### config.mk
export PLATFORM = sky130hd
export DESIGN_NAME = kmeans_pass_ctrl
export DESIGN_NICKNAME = d
export VERILOG_FILES = /design/src/rtl/kmeans_pass_ctrl.sv
export SDC_FILE = /design/constraint.sdc
export NUM_CORES = 1
export LEC_CHECK = 0
export ABC_AREA = 1
export CORE_MARGIN = 5
export CORE_UTILIZATION = 57
export DETAILED_ROUTE_END_ITERATION = 10
export GPL_ROUTABILITY_DRIVEN = 0
export PLACE_DENSITY_LB_ADDON = 0.2
export SLEW_MARGIN = 15
export SYNTH_ARGS = -nofsm -noshare
export SYNTH_HDL_FRONTEND = slang
export SYNTH_SLANG_ARGS = --single-unit
### constraint.sdc
create_clock -name clk -period 5.88 [get_ports clk]
set_input_delay 1.47 -clock clk [delete_from_list [all_inputs] [get_ports clk]]
set_output_delay 1.47 -clock clk [all_outputs]
set_load 0.005 [all_outputs]
### src/rtl/kmeans_pass_ctrl.sv
// kmeans_pass_ctrl: sequences K-means passes over a byte-wide RGB image memory
// Ports: clk/reset (async, active high); start begins a run, busy/strb/iter_cnt report it.
//   mem_addr/mem_rd_en/mem_data: byte reads, data returns the cycle after mem_rd_en.
//   pix_valid/pix_rgb/pix_last/pix_ready: pixel handoff to the assign/accumulate datapath.
//   upd_start/upd_done/upd_changed: centroid-update phase handshake.
//   err: update timeout flag, live only when KMEANS_PASS_CTRL_TIMEOUT_EN is defined.
module kmeans_pass_ctrl #(
   parameter int NUM_PIXELS  = 4096,
   parameter int ADDR_W      = 14,
   parameter int MAX_ITER    = 16,
   parameter int ITER_W      = 5,
   parameter int UPD_TIMEOUT = 1024
) (
   input  logic              clk,
   input  logic              reset,
   input  logic              start,
   output logic [ADDR_W-1:0] mem_addr,
   output logic              mem_rd_en,
   input  logic [7:0]        mem_data,
   output logic              pix_valid,
   output logic [23:0]       pix_rgb,
   output logic              pix_last,
   input  logic              pix_ready,
   output logic              upd_start,
   input  logic              upd_done,
   input  logic              upd_changed,
   output logic              busy,
   output logic              strb,
   output logic [ITER_W-1:0] iter_cnt,
   output logic              err
);
   localparam int PW = $clog2(NUM_PIXELS + 1);
   if ((1 << ADDR_W) < 3 * NUM_PIXELS || MAX_ITER < 1 || MAX_ITER >= (1 << ITER_W) || UPD_TIMEOUT < 1) begin : g_bad_param
      $error("kmeans_pass_ctrl: inconsistent parameters");
   end
   typedef enum logic [2:0] {IDLE, FETCH, PRESENT, UPDATE, CHECK, DONE} state_t;
   state_t            state_q, state_d;
   logic [PW-1:0]     p_q, p_d;
   logic [ADDR_W-1:0] ptr_q, ptr_d;
   logic [1:0]        ph_q, ph_d;
   logic [23:0]       rgb_q, rgb_d;
   logic [ITER_W-1:0] iter_q, iter_d;
   logic              chg_q, chg_d;
   logic              ust_q, ust_d;
   logic              is_last;
   logic              tmo_hit;
   assign is_last = p_q == PW'(NUM_PIXELS - 1);
`ifdef KMEANS_PASS_CTRL_TIMEOUT_EN
   localparam int TW = $clog2(UPD_TIMEOUT + 1);
   logic [TW-1:0] tmo_q, tmo_d;
   logic          err_q, err_d;
   // the counter is zero on the first UPDATE cycle, so the limit hits after exactly UPD_TIMEOUT cycles
   assign tmo_hit = state_q == UPDATE && !upd_done && tmo_q == TW'(UPD_TIMEOUT - 1);
   always_comb begin
      tmo_d = (state_q == UPDATE) ? tmo_q + TW'(1) : '0;
      err_d = (state_q == IDLE && start) ? 1'b0 : (tmo_hit ? 1'b1 : err_q);
   end
   always_ff @(posedge clk or posedge reset) begin
      if (reset) begin
         tmo_q <= '0;
         err_q <= 1'b0;
      end else begin
         tmo_q <= tmo_d;
         err_q <= err_d;
      end
   end
   assign err = err_q;
`else
   assign tmo_hit = 1'b0;
   assign err     = 1'b0;
`endif
   always_comb begin
      state_d = state_q;
      p_d     = p_q;
      ptr_d   = ptr_q;
      ph_d    = ph_q;
      rgb_d   = rgb_q;
      iter_d  = iter_q;
      chg_d   = chg_q;
      case (state_q)
         IDLE: if (start) begin
            state_d = FETCH;
            p_d     = '0;
            ptr_d   = '0;
            ph_d    = '0;
            iter_d  = '0;
         end
         // phases 0..2 issue reads, phases 1..3 capture the byte read one cycle earlier
         FETCH: begin
            ph_d  = ph_q + 2'd1;
            ptr_d = (ph_q != 2'd3) ? ptr_q + ADDR_W'(1) : ptr_q;
            if (ph_q == 2'd1) rgb_d[23:16] = mem_data;
            if (ph_q == 2'd2) rgb_d[15:8] = mem_data;
            if (ph_q == 2'd3) begin
               rgb_d[7:0] = mem_data;
               state_d    = PRESENT;
            end
         end
         PRESENT: if (pix_ready) begin
            state_d = is_last ? UPDATE : FETCH;
            p_d     = is_last ? p_q : p_q + PW'(1);
         end
         UPDATE: if (upd_done) begin
            chg_d   = upd_changed;
            iter_d  = iter_q + ITER_W'(1);
            state_d = CHECK;
         end else if (tmo_hit) state_d = DONE;
         CHECK: if (!chg_q || iter_q == ITER_W'(MAX_ITER)) state_d = DONE;
         else begin
            state_d = FETCH;
            p_d     = '0;
            ptr_d   = '0;
         end
         DONE: state_d = IDLE;
         default: state_d = IDLE;
      endcase
      ust_d = state_d == UPDATE && state_q != UPDATE;
   end
   always_ff @(posedge clk or posedge reset) begin
      if (reset) begin
         state_q <= IDLE;
         p_q     <= '0;
         ptr_q   <= '0;
         ph_q    <= '0;
         rgb_q   <= '0;
         iter_q  <= '0;
         chg_q   <= 1'b0;
         ust_q   <= 1'b0;
      end else begin
         state_q <= state_d;
         p_q     <= p_d;
         ptr_q   <= ptr_d;
         ph_q    <= ph_d;
         rgb_q   <= rgb_d;
         iter_q  <= iter_d;
         chg_q   <= chg_d;
         ust_q   <= ust_d;
      end
   end
   assign busy      = state_q != IDLE;
   assign strb      = state_q == DONE;
   assign pix_valid = state_q == PRESENT;
   assign pix_last  = pix_valid && is_last;
   assign mem_rd_en = state_q == FETCH && ph_q != 2'd3;
   assign mem_addr  = ptr_q;
   assign pix_rgb   = rgb_q;
   assign upd_start = ust_q;
   assign iter_cnt  = iter_q;
endmodule
======== Yosys cells after proc, flatten, opt, wreduce, memory -nomap -nowiden ========
Index checks and enable logic that the tools add are counted.
word-level totals
  output and inout bits ................... 50
  bits of input ports ..................... 14
  bits in registers ....................... 63
  logic and storage cells ................. 73
cells by class
  mux-type cells .......................... 21
  eq/ne operators ......................... 19
  add/sub/neg operators ................... 4
  reduce and logical (&&, ||, !) cells .... 19
operators by type and width
  operator                                                count
  2-to-1 mux 13 bit                                       4
  2-to-1 mux 14 bit                                       3
  case mux 14 bit (3 select lines)                        1
  case mux 13 bit (3 select lines)                        1
  2-to-1 mux 3 bit                                        5
  case mux 3 bit (5 select lines)                         1
  adder 14 x 1 -> 14 bit (second input constant)          1
  adder 13 x 1 -> 13 bit (second input constant)          1
  equality test 13 x 12 -> 1 bit (second input constant)  1
  2-to-1 mux 5 bit                                        2
  inequality test 2 bit (second input constant)           5
  case mux 5 bit (2 select lines)                         1
  AND reduction 2 bit                                     5
  equality test 3 x 2 -> 1 bit (second input constant)    3
  nonzero test 3 bit                                      3
  equality test 3 bit (second input constant)             2
  adder 5 x 1 -> 5 bit (second input constant)            1
  equality test 5 bit (second input constant)             1
  AND reduction 5 bit                                     1
  equality test 2 bit (second input constant)             2
  2-to-1 mux 2 bit                                        2
  inequality test 2 x 1 -> 1 bit (second input constant)  2
  case mux 2 bit (2 select lines)                         1
  AND reduction 4 bit                                     1
  other kinds (10)                                        13

======== Longest topological paths before layout ========
Gate-level depths: netlist of run 1.
  depth in word-level cells ............... 6
  depth in mapped cells ................... 10

======== Least setup slack after synthesis of run 1 ========
Ideal clock, no wire load.
  path type ............................... register to output
  start ................................... register p_q[0]
  end ..................................... output port pix_last
  slack ................................... 3285 ps
  stages on the path, launching flop included .. 6
  required time ........................... 4410 ps
  buffers on the path ..................... 0
  data arrival time ....................... 1125 ps
  cell sequence ........................... dfrtp_1 > ha_1 > nand2_2 > nor2_8 > nand2_4 > nor3_4
between the ends
  word-level cells in the longest chain between the ends .. 2
ends and longest elaborated chain
  element                         RTL line  RTL
  start: declaration              38        logic [PW-1:0] p_q, p_d;
  start signal: assignment        131       p_q <= p_d;
  equality test 13 x 12 -> 1 bit  47        assign is_last = p_q == PW'(NUM_PIXELS - 1);
  logical AND 1 bit               143       assign pix_last = pix_valid && is_last;
  end: declaration                22        output logic pix_last,
Every way passes these cells.

======== Final worst setup path of run 1 ========
Ends and elaborated chain as after synthesis.

==> flow_summary.yaml, run 1 <==
clocking:
  path_clk_slew_ns: 0.07
  clk_latency_ns: 0.34
  cts_buffer_depth: 2
  cts_buffers: 9
  cts_tree: "built"
  postCtsHoldBufs: 0
  cts_root_buffer: "clkbuf_8"
  cts_setup_buffers: 0
  cts_sinks: 63
  cts-resized-gates: 0
  htreeDepth: 3
cells_and_area:
  layout.nets: 530
  areaGrowthSynthToFinish_pct: 26.4
  multiInputGateArea_um2: 1640
  num_antenna_cells: 0
  ff_latch_area_um2: 1580
  fin_util: 0.740
  fillers: 444
  drive_gt1_frac: 0.113
placement:
  hpwl_um: 5340
  port_buffers: 62
  place_ws_ns: 2.64
worst_setup_path:
  critPathCaptureType: "primary output"
  path_class: "reg2out"
  rr_endpoint: "p_q[4]"
  cp_max_fo: 6
  worstPathArrival_ns: 2.12
  crit_chain: "ha_1, nand2_2, nor2_8, nand2_4, nor3_4, clkdlybuf4s50_1"
  cpPeakStageDelay_ns: 0.54
  timing.rr.start: "p_q[0]"
  reg2reg_depth: 9
  slowest_stage: "clkdlybuf4s50_1"
  worstPathRequired_ns: 4.41
  cp-start-kind: "flop"
  regToRegSetupSlack_ns: 4.09
route:
  drtIter0Drc: 193
  drc: 0
  routed_wl_um: 7790
  ant_nets: 0
  firstDrtPassIters: 4
  viasPerCell: 5.17
  routedWlPerCell_um: 13.2
  vias: 3044
status:
  outcome: "completed"
sta:
  drv_slew: 0
  hold_ws_ns: 0.497
  tightest_slew_ns: 0.781
  period_share: 0.611
  min_period_ns: 3.59
  slew_headroom: 0.479
  rsz0062_at_grt: "no"
  finalHoldViolCount: 0
  finalSetupTns_ns: 0
  max_freq_ghz: 0.278
  skew_ns: 0.00789
  setup_viol: 0
  setup_slack_ns: 2.29
yosys:
  synth-seq-area-share: 0.455
  yosysWarnings: 0
  syn-cell-area_um2: 3460
  synth_top_area_share: 0.455
  synth_area_leader_cell: "dfrtp_1"
  syn-num-nets: 466
  ys_seq_elements: 63
  syn-instance-count: 445
  synth.area.top_cells: "dfrtp_1, nand2_1, nor2_1"
  synth.avg_cell_area_um2: 7.79
  yosysUniqueCellTypes: 35
run:
  maxCapViolations: 0
global_route:
  grt_max_degree: 64
  antenna_found_initial: 0
  track_usage: 0.217
  grt_pass1_wl_um: 13100
  first_global_vias: 2905
  gr-total-overflow: 0
floorplanning:
  start_util: 0.585
  dieArea_um2: 7740
  die_w_um: 88.0
  io_pins: 64
  num_rows: 28
  die_y_um: 88.0
  coreArea_um2: 5920
min_path:
  hp-start: "pix_rgb[16]"
  hold_end: "pix_rgb[16]"
  hold_path_depth: 2
  hp-class: "reg2reg"
pwr:
  power.leakage_nw: 2.05
  power.density_nw_per_um2: 439
  ir_worst_vdd_mv: 0.311
state kept, by name, summed over array words and instances (netlist names):
signal and cells:
iter_cnt 5, pix_rgb 24, ph_q 2, p_q 13, mem_addr 14, state_q 3
chg_q 1, upd_start 1
worst max path at each step:
stage / from / to / cells after the start
floorplan: reset / chg_q / 1
global placement: p_q[0] / pix_last / 6
detailed placement: p_q[0] / pix_last / 6
CTS: p_q[0] / pix_last / 6
global route: p_q[0] / pix_last / 6
finish: p_q[0] / pix_last / 6
routing by layer:
metal | vias to the layer above | track usage | routed length [um]
met5 | - | 0 | 0
met4 | 0 | 0.102 | 170
met3 | 17 | 0.0546 | 487
met2 | 92 | 0.353 | 3810
met1 | 1407 | 0.273 | 3320
li1 | 1528 | - | -
cells by family after synthesis:
group           Yosys count  synth area share
compound gates           51            0.0892
xor+xnor                  8            0.0202
fa+ha+maj                 7            0.0253
buf+inv                  55            0.0708
flops                    63             0.455
mux                       1           0.00325
other cells               1           0.00108
simple gates            259             0.335
area by class of cell:
cell class,instances,area share
repair buffers,63,0.143
inverters,45,0.0386
well taps,75,0.0214
flip-flops and latches,63,0.360
clock buffers,9,0.0283
multi-input cells,327,0.375
clock inverters,7,0.0331
cell usage in the layout (no fill, tap or decap), drive strengths merged:
master | synthesis | routed
ha | 7 | 7
clkdlybuf4s50 | 0 | 62
o21bai | 4 | 4
clkbuf | 1 | 9
xor2 | 5 | 5
nor3 | 4 | 4
nor2 | 53 | 53
or2 | 2 | 2
dfrtp | 63 | 63
o21ai | 43 | 43
mux2 | 1 | 1
nor3b | 2 | 2
nand3 | 31 | 31
a21o | 1 | 1
nand4 | 8 | 8
bufinv | 0 | 4
xnor2 | 3 | 3
inv | 43 | 43
a21oi | 3 | 3
nand2 | 159 | 159
clkinvlp | 0 | 1
buf | 9 | 1
clkinv | 2 | 4
conb | 1 | 1
power breakdown:
| group | internal (mW) | switching, mW |
|---|---|---|
| sequential | 0.553 | 0.0944 |
| clock | 0.326 | 0.181 |
| combinational | 0.327 | 0.441 |
through the flow:
step	instance area [um^2]	total power, mW	cells
4_1_cts	4380	1.94	589
6_report	4380	1.92	589
3_3_place_gp	4110	1.40	573
3_5_place_dp	4110	1.42	573
2_1_floorplan	3460	1.13	445
5_1_grt	4380	2.07	589
critical path, delay by kind of cell, from the launching register on:
kind                     cells  cell delay, ns
adder cells (fa/ha/maj)      1            0.26
flip-flops                   1            0.44
AND/OR/NAND/NOR              4            0.55
buffers and inverters        1            0.54
cells in the mapped netlist:
master,instances
a21o_1,1
a21oi_1,2
a21oi_4,1
buf_2,4
buf_4,1
buf_6,4
clkbuf_1,1
clkinv_1,2
conb_1,1
dfrtp_1,63
ha_1,7
inv_1,38
inv_2,5
mux2_2,1
nand2_1,146
nand2_2,11
nand2_4,2
nand3_1,29
nand3_2,2
nand4_1,8
nor2_1,47
nor2_2,2
nor2_4,3
nor2_8,1
nor3_1,3
nor3_4,1
nor3b_1,1
nor3b_2,1
o21ai_0,31
o21ai_1,4
o21ai_2,8
o21bai_1,4
or2_2,2
xnor2_1,3
xor2_1,5
Power figures use the tool's default switching activity.
==> run 2: changes to the inputs <==
--- a/config.mk
+++ b/config.mk
@@ -7,7 +7,7 @@
 export LEC_CHECK = 0
 export ABC_AREA = 1
 export CORE_MARGIN = 5
-export CORE_UTILIZATION = 57
+export CORE_UTILIZATION = 47
 export DETAILED_ROUTE_END_ITERATION = 10
 export GPL_ROUTABILITY_DRIVEN = 0
 export PLACE_DENSITY_LB_ADDON = 0.2
==> constraint.sdc (replaced) <==
create_clock -name clk -period 2.9 [get_ports clk]
set_input_delay 0.725 -clock clk [delete_from_list [all_inputs] [get_ports clk]]
set_output_delay 0.725 -clock clk [all_outputs]
set_load 0.005 [all_outputs]
==> run 2 against run 1 <==
Compared with the run above:
- count of clock-buffer cells in the layout stayed put
- sequential power is 100% higher
- routed wire length is 0.63% lower
- hold slack worse by 0.0058 ns
- largest power group unchanged
==> flow_summary.yaml, run 2 (synthesis gave the netlist of run 1 again) <==
run:
  maxCapViolations: 0
sta:
  tightest_slew_ns: 0.506
  max_freq_ghz: 0.360
  skew_ns: 0.00646
  slew_headroom: 0.662
  finalSetupTns_ns: 0
  setup_viol: 0
  drv_slew: 0
  setup_slack_ns: 0.125
  min_period_ns: 2.78
  rsz0062_at_grt: "no"
  period_share: 0.957
  finalHoldViolCount: 0
floorplanning:
  dieArea_um2: 9190
  die_w_um: 95.9
  die_y_um: 95.9
  io_pins: 64
  coreArea_um2: 7210
  num_rows: 31
  start_util: 0.480
clocking:
  path_clk_slew_ns: 0.07
  clk_latency_ns: 0.34
  cts_sinks: 63
  cts_tree: "built"
  htreeDepth: 3
  cts_buffer_depth: 2
  postCtsHoldBufs: 0
  cts_buffers: 9
  cts_root_buffer: "clkbuf_8"
worst_setup_path:
  cpPeakStageDelay_ns: 0.54
  worstPathArrival_ns: 2.05
  slowest_stage: "clkdlybuf4s50_1"
  critPathCaptureType: "primary output"
  rr_endpoint: "p_q[12]"
  regToRegSetupSlack_ns: 1.21
  cp_max_fo: 6
  path_class: "reg2out"
  worstPathRequired_ns: 2.17
  cp-start-kind: "flop"
  timing.rr.start: "p_q[0]"
  reg2reg_depth: 9
  crit_chain: "ha_2, nand2_2, nor2_8, nand2_4, nor3_4, clkdlybuf4s50_1"
min_path:
  hold_end: "pix_rgb[13]"
  hp-class: "reg2reg"
  hp-start: "pix_rgb[13]"
  hold_path_depth: 2
global_route:
  top_usage_layer: "met2"
  antenna_found_initial: 0
  use_met2: 0.288
  first_global_vias: 2920
  grt_pass1_wl_um: 13100
  grt_max_degree: 44
  grt.met1_usage: 0.228
  track_usage: 0.182
  grtUsageMet3: 0.0508
  gr-total-overflow: 0
pwr:
  ir_worst_vdd_mv: 0.543
  power.density_nw_per_um2: 835
  power.leakage_nw: 2.02
placement:
  place_ws_ns: 0.419
  port_buffers: 62
  hpwl_um: 5500
route:
  viasPerCell: 4.86
  firstDrtPassIters: 4
  ant_nets: 0
  routedWlPerCell_um: 12.6
  drc: 0
  drtIter0Drc: 141
  vias: 2987
  routed_wl_um: 7740
cells_and_area:
  ff_latch_area_um2: 1580
  largest_reg_flops: 24
  mostFrequentLayoutCells: "nand2_1, dfrtp_1, clkdlybuf4s50_1"
  drive_gt1_frac: 0.118
  areaGrowthSynthToFinish_pct: 25.9
  layout_commonest_cell: "nand2_1"
  multiInputGateArea_um2: 1650
  num_antenna_cells: 0
  fin_util: 0.604
  fillers: 669
  layout.nets: 531
status:
  outcome: "completed"
[run 2: cell types whose count changed in the layout (fill, tap and decap cells not counted)]
cell        previous run  this run
clkinvlp_4             1         2
dfrtp_2                0         1
ha_2                   0         1
inv_6                  0         1
clkinv_2               0         2
bufinv_16              4         1
buf_12                 0         1
dfrtp_1               63        62
ha_1                   7         6
clkinv_4               2         1
[run 2: worst max-delay path by stage]
stage,start,endpoint,slack (ns)
after floorplan,reset,chg_q,0.61
after global placement,p_q[0],pix_last,0.47
after detailed placement,p_q[0],pix_last,0.42
after CTS,p_q[0],pix_last,0.04
after global routing,p_q[0],pix_last,0.01
final,p_q[0],pix_last,0.12
[run 2: layout make-up]
cell class,instances,share of cell area
clock buffers,9,0.0284
flip-flops and latches,63,0.362
repair buffers,64,0.149
multi-input cells,327,0.377
clock inverters,7,0.0166
inverters,45,0.0387
well taps,99,0.0284
[run 2: routing by layer]
metal	routed length, um	share of wire
met1	3500	0.45
met3	464	0.060
met5	0	0
met2	3590	0.46
met4	180	0.023
[run 2: through the flow]
stage	instance area [um^2]	instances	total power, mW	hold slack (ns)
3_3_place_gp	4160	598	2.88	0.467
3_5_place_dp	4160	598	2.91	0.479
2_1_floorplan	3460	445	2.30	0.467
5_1_grt	4360	614	3.92	0.525
4_1_cts	4360	614	3.69	0.500
6_report	4360	614	3.64	0.491
[run 2: critical path: cells and delay by family, from the launching register on]
family        cells  cell delay (ns)
buf+inv           1             0.54
flops             1             0.41
fa+ha+maj         1             0.23
simple gates      4             0.53
[run 2: report_power, final]
| group | internal, mW | leakage [nW] | total (mW) | switching (mW) |
|---|---|---|---|---|
| Clock | 0.398 | 0.0956 | 0.762 | 0.365 |
| Sequential | 1.12 | 0.828 | 1.32 | 0.193 |
| Combinational | 0.669 | 1.09 | 1.56 | 0.892 |
| Total | 2.19 | 2.02 | 3.64 | 1.45 |
[run 2: repair_timing]
action,CTS,global route
setup buffers,0,0
setup endpoints to repair,0,1
resized for setup,0,2
==> edit, RTL diff (config.mk and constraints of run 2) <==
Change the parameter `NUM_PIXELS` from 4096 to 2048.
--- a/src/rtl/kmeans_pass_ctrl.sv
+++ b/src/rtl/kmeans_pass_ctrl.sv
@@ -5,7 +5,7 @@
 //   upd_start/upd_done/upd_changed: centroid-update phase handshake.
 //   err: update timeout flag, live only when KMEANS_PASS_CTRL_TIMEOUT_EN is defined.
 module kmeans_pass_ctrl #(
-   parameter int NUM_PIXELS  = 4096,
+   parameter int NUM_PIXELS  = 2048,
    parameter int ADDR_W      = 14,
    parameter int MAX_ITER    = 16,
    parameter int ITER_W      = 5,
Formal check against the unedited RTL: same outputs for any inputs over 10 cycles, from zero or initial values and one cycle with reset high; that may be too few to reach the edited logic, so the function may still have changed.
==> edit against run 2 <==
Clock skew increased by 2.3 ps. Final area down 3.7%. Total power down 2.9%. Worst setup slack improved by 30 ps. Wire length fell by 4.5%. Synthesized area fell by 5.6%. Clock power rose by 10%. Global-route usage is 0.39 points higher. Sequential cell count decreased by 1. Register-to-register slack worse by 230 ps. Critical path type unchanged. Critical endpoint unchanged. Largest cell class is now sequential cells. Largest power group unchanged.
==> edit: results (changes against run 2) <==
Parameter                              Value

GRT
  Grt met2 use ... 30.6% (+1.8 points)
  Global-route usage over all layers ... 18.6% (+0.39 points)
  Global-route track usage on met3 ... 5.23% (+0.15 points)
  Met1 track demand over resource in global routing ... 23.1% (+0.24 points)
  First-pass GRT wire length ... 13.1 mm (-0.32%)
  Maximum number of pins on one net before global-route repair ... 39 (-11%)

Cells and area
  Multi-input gate area ... 1500 sq um (-9.0%)
  Final core area utilization ... 61.8% (+1.3 points)
  Layout fillers ... 604 (-9.7%)
  Inverters ... 42 (-6.7%)
  Share of cells above drive strength 1 ... 8.30% (-3.5 points)
  Non-clock buffer area fraction after layout ... 15.4% (+0.58 points)
  Share of final layout cell area taken by clock buffers and inverters ... 5.31% (+0.80 points)
  Non-filler cells, final ... 590 (-3.9%)
  Number of clock buffer instances in the layout ... 9 (unchanged)
  Net count, final ... 510 (-4.0%)
  Multi-In Gates ... 310 (-5.2%)
  Register area ... 1550 sq um (-1.6%)

Hold path
  Worst-case hold path end point ... pix_rgb[18]
  Hold_sp ... pix_rgb[18]

Outcome
  Outcome ... completed

Detailed routing
  Length of routed wiring on met1 ... 3.27 mm (-6.6%)
  Iter 0 DRT Violations ... 118 (-16%)
  Vias after detailed routing ... 2922 (-2.2%)
  Met2 wire len ... 3.55 mm (-1.3%)
  Total length of routed met3 wires ... 473 um (+1.9%)
  Overall routed net length ... 7.39 mm (-4.5%)

Pwr
  Worst supply voltage drop on vdd ... 483 uV (-11%)
  Leak Pwr ... 1.90 nW (-6.0%)

Placed design
  Pre-CTS setup slack ... 419 ps (+0.786 ps)
  Half-perimeter wire length after placement ... 5.22 mm (-5.1%)
  Post-placement cell area ... 3970 sq um (-4.5%)
  Number of instances in the placed design ... 574 (-4.0%)

Clock network
  CTS root buffer ... clkbuf_8
  Post-CTS Setup Bufs ... 0 (unchanged)

Critical path
  Minimum setup slack among reg-to-reg paths ... 980 ps (-230 ps)
  Max stage delay on crit path ... 540 ps (about the same)
  Worst flop-to-flop path endpoint ... p_q[0]
  Family with the most delay on the worst path ... buffers and inverters
  Data arrival time of the critical path ... 2020 ps (-30 ps)
  Critical R2R Launch ... iter_cnt[0]

Synth
  Cells taking the most area after synthesis ... dfrtp_1, nand2_1, o21ai_0
  Number of distinct library cells after synthesis ... 29 (-17%)
  Multiplexer area fraction after synthesis ... 0.344% (+0.019 points)
  Share of the synthesized area in compound gates (AO/OA/AOI/OAI) ... 9.71% (+0.79 points)
  Syn Std Cell Area ... 3270 sq um (-5.6%)
  List of most frequent post-synthesis cells ... nand2_1, dfrtp_1, o21ai_0
  Portion of the post-synthesis area used by sequential elements ... 47.4% (+1.9 points)
  Share of synthesized cell area in full adder, half adder and majority cells ... 2.68% (+0.15 points)
  Post-Synthesis Cells ... 425 (-4.5%)
  Flops & latches, synth ... 62 (-1.6%)
  Post-Synth XOR/XNOR Area ... 2.41% (+0.39 points)
  Synthesized Nets ... 446 (-4.3%)

STA
  Maximum clock skew at final layout ... 8.81 ps (+2.35 ps)
  Slew margin rel. ... 63.1% (-3.1 points)
  Final hold slack ... 490 ps (-1.06 ps)
## edit: cell count changes after synthesis, sizes merged, moves of 2 or more
cell,delta
nor2,-4
nor3,-2
xnor2,+2
o21ai,+12
nand2,-27
nand3,+4
clkinv,-2
## edit: where the power goes
group | total (mW) | internal (mW) | leakage [nW] | switching, mW
logic | 1.41 | 0.619 | 0.972 | 0.789
registers | 1.29 | 1.11 | 0.814 | 0.179
clock network | 0.840 | 0.486 | 0.109 | 0.354
## edit: how the worst max path moves through the flow
stage	from	end	slack [ps]	cells past startpoint
after global placement	p_q[0]	pix_last	460	6
after detailed placement	p_q[0]	pix_last	420	6
after floorplan	reset	chg_q	630	1
final	p_q[0]	pix_last	150	6
after global routing	p_q[0]	pix_last	30	6
after CTS	p_q[0]	pix_last	50	6
## edit: worst register-to-register path: cells and delay by family (launching register included)
kind	cells	cell delay (ps)
adder cells (fa/ha/maj)	1	200
AND/OR/NAND/NOR	7	1180
buffers and inverters	1	80
flip-flops	1	390
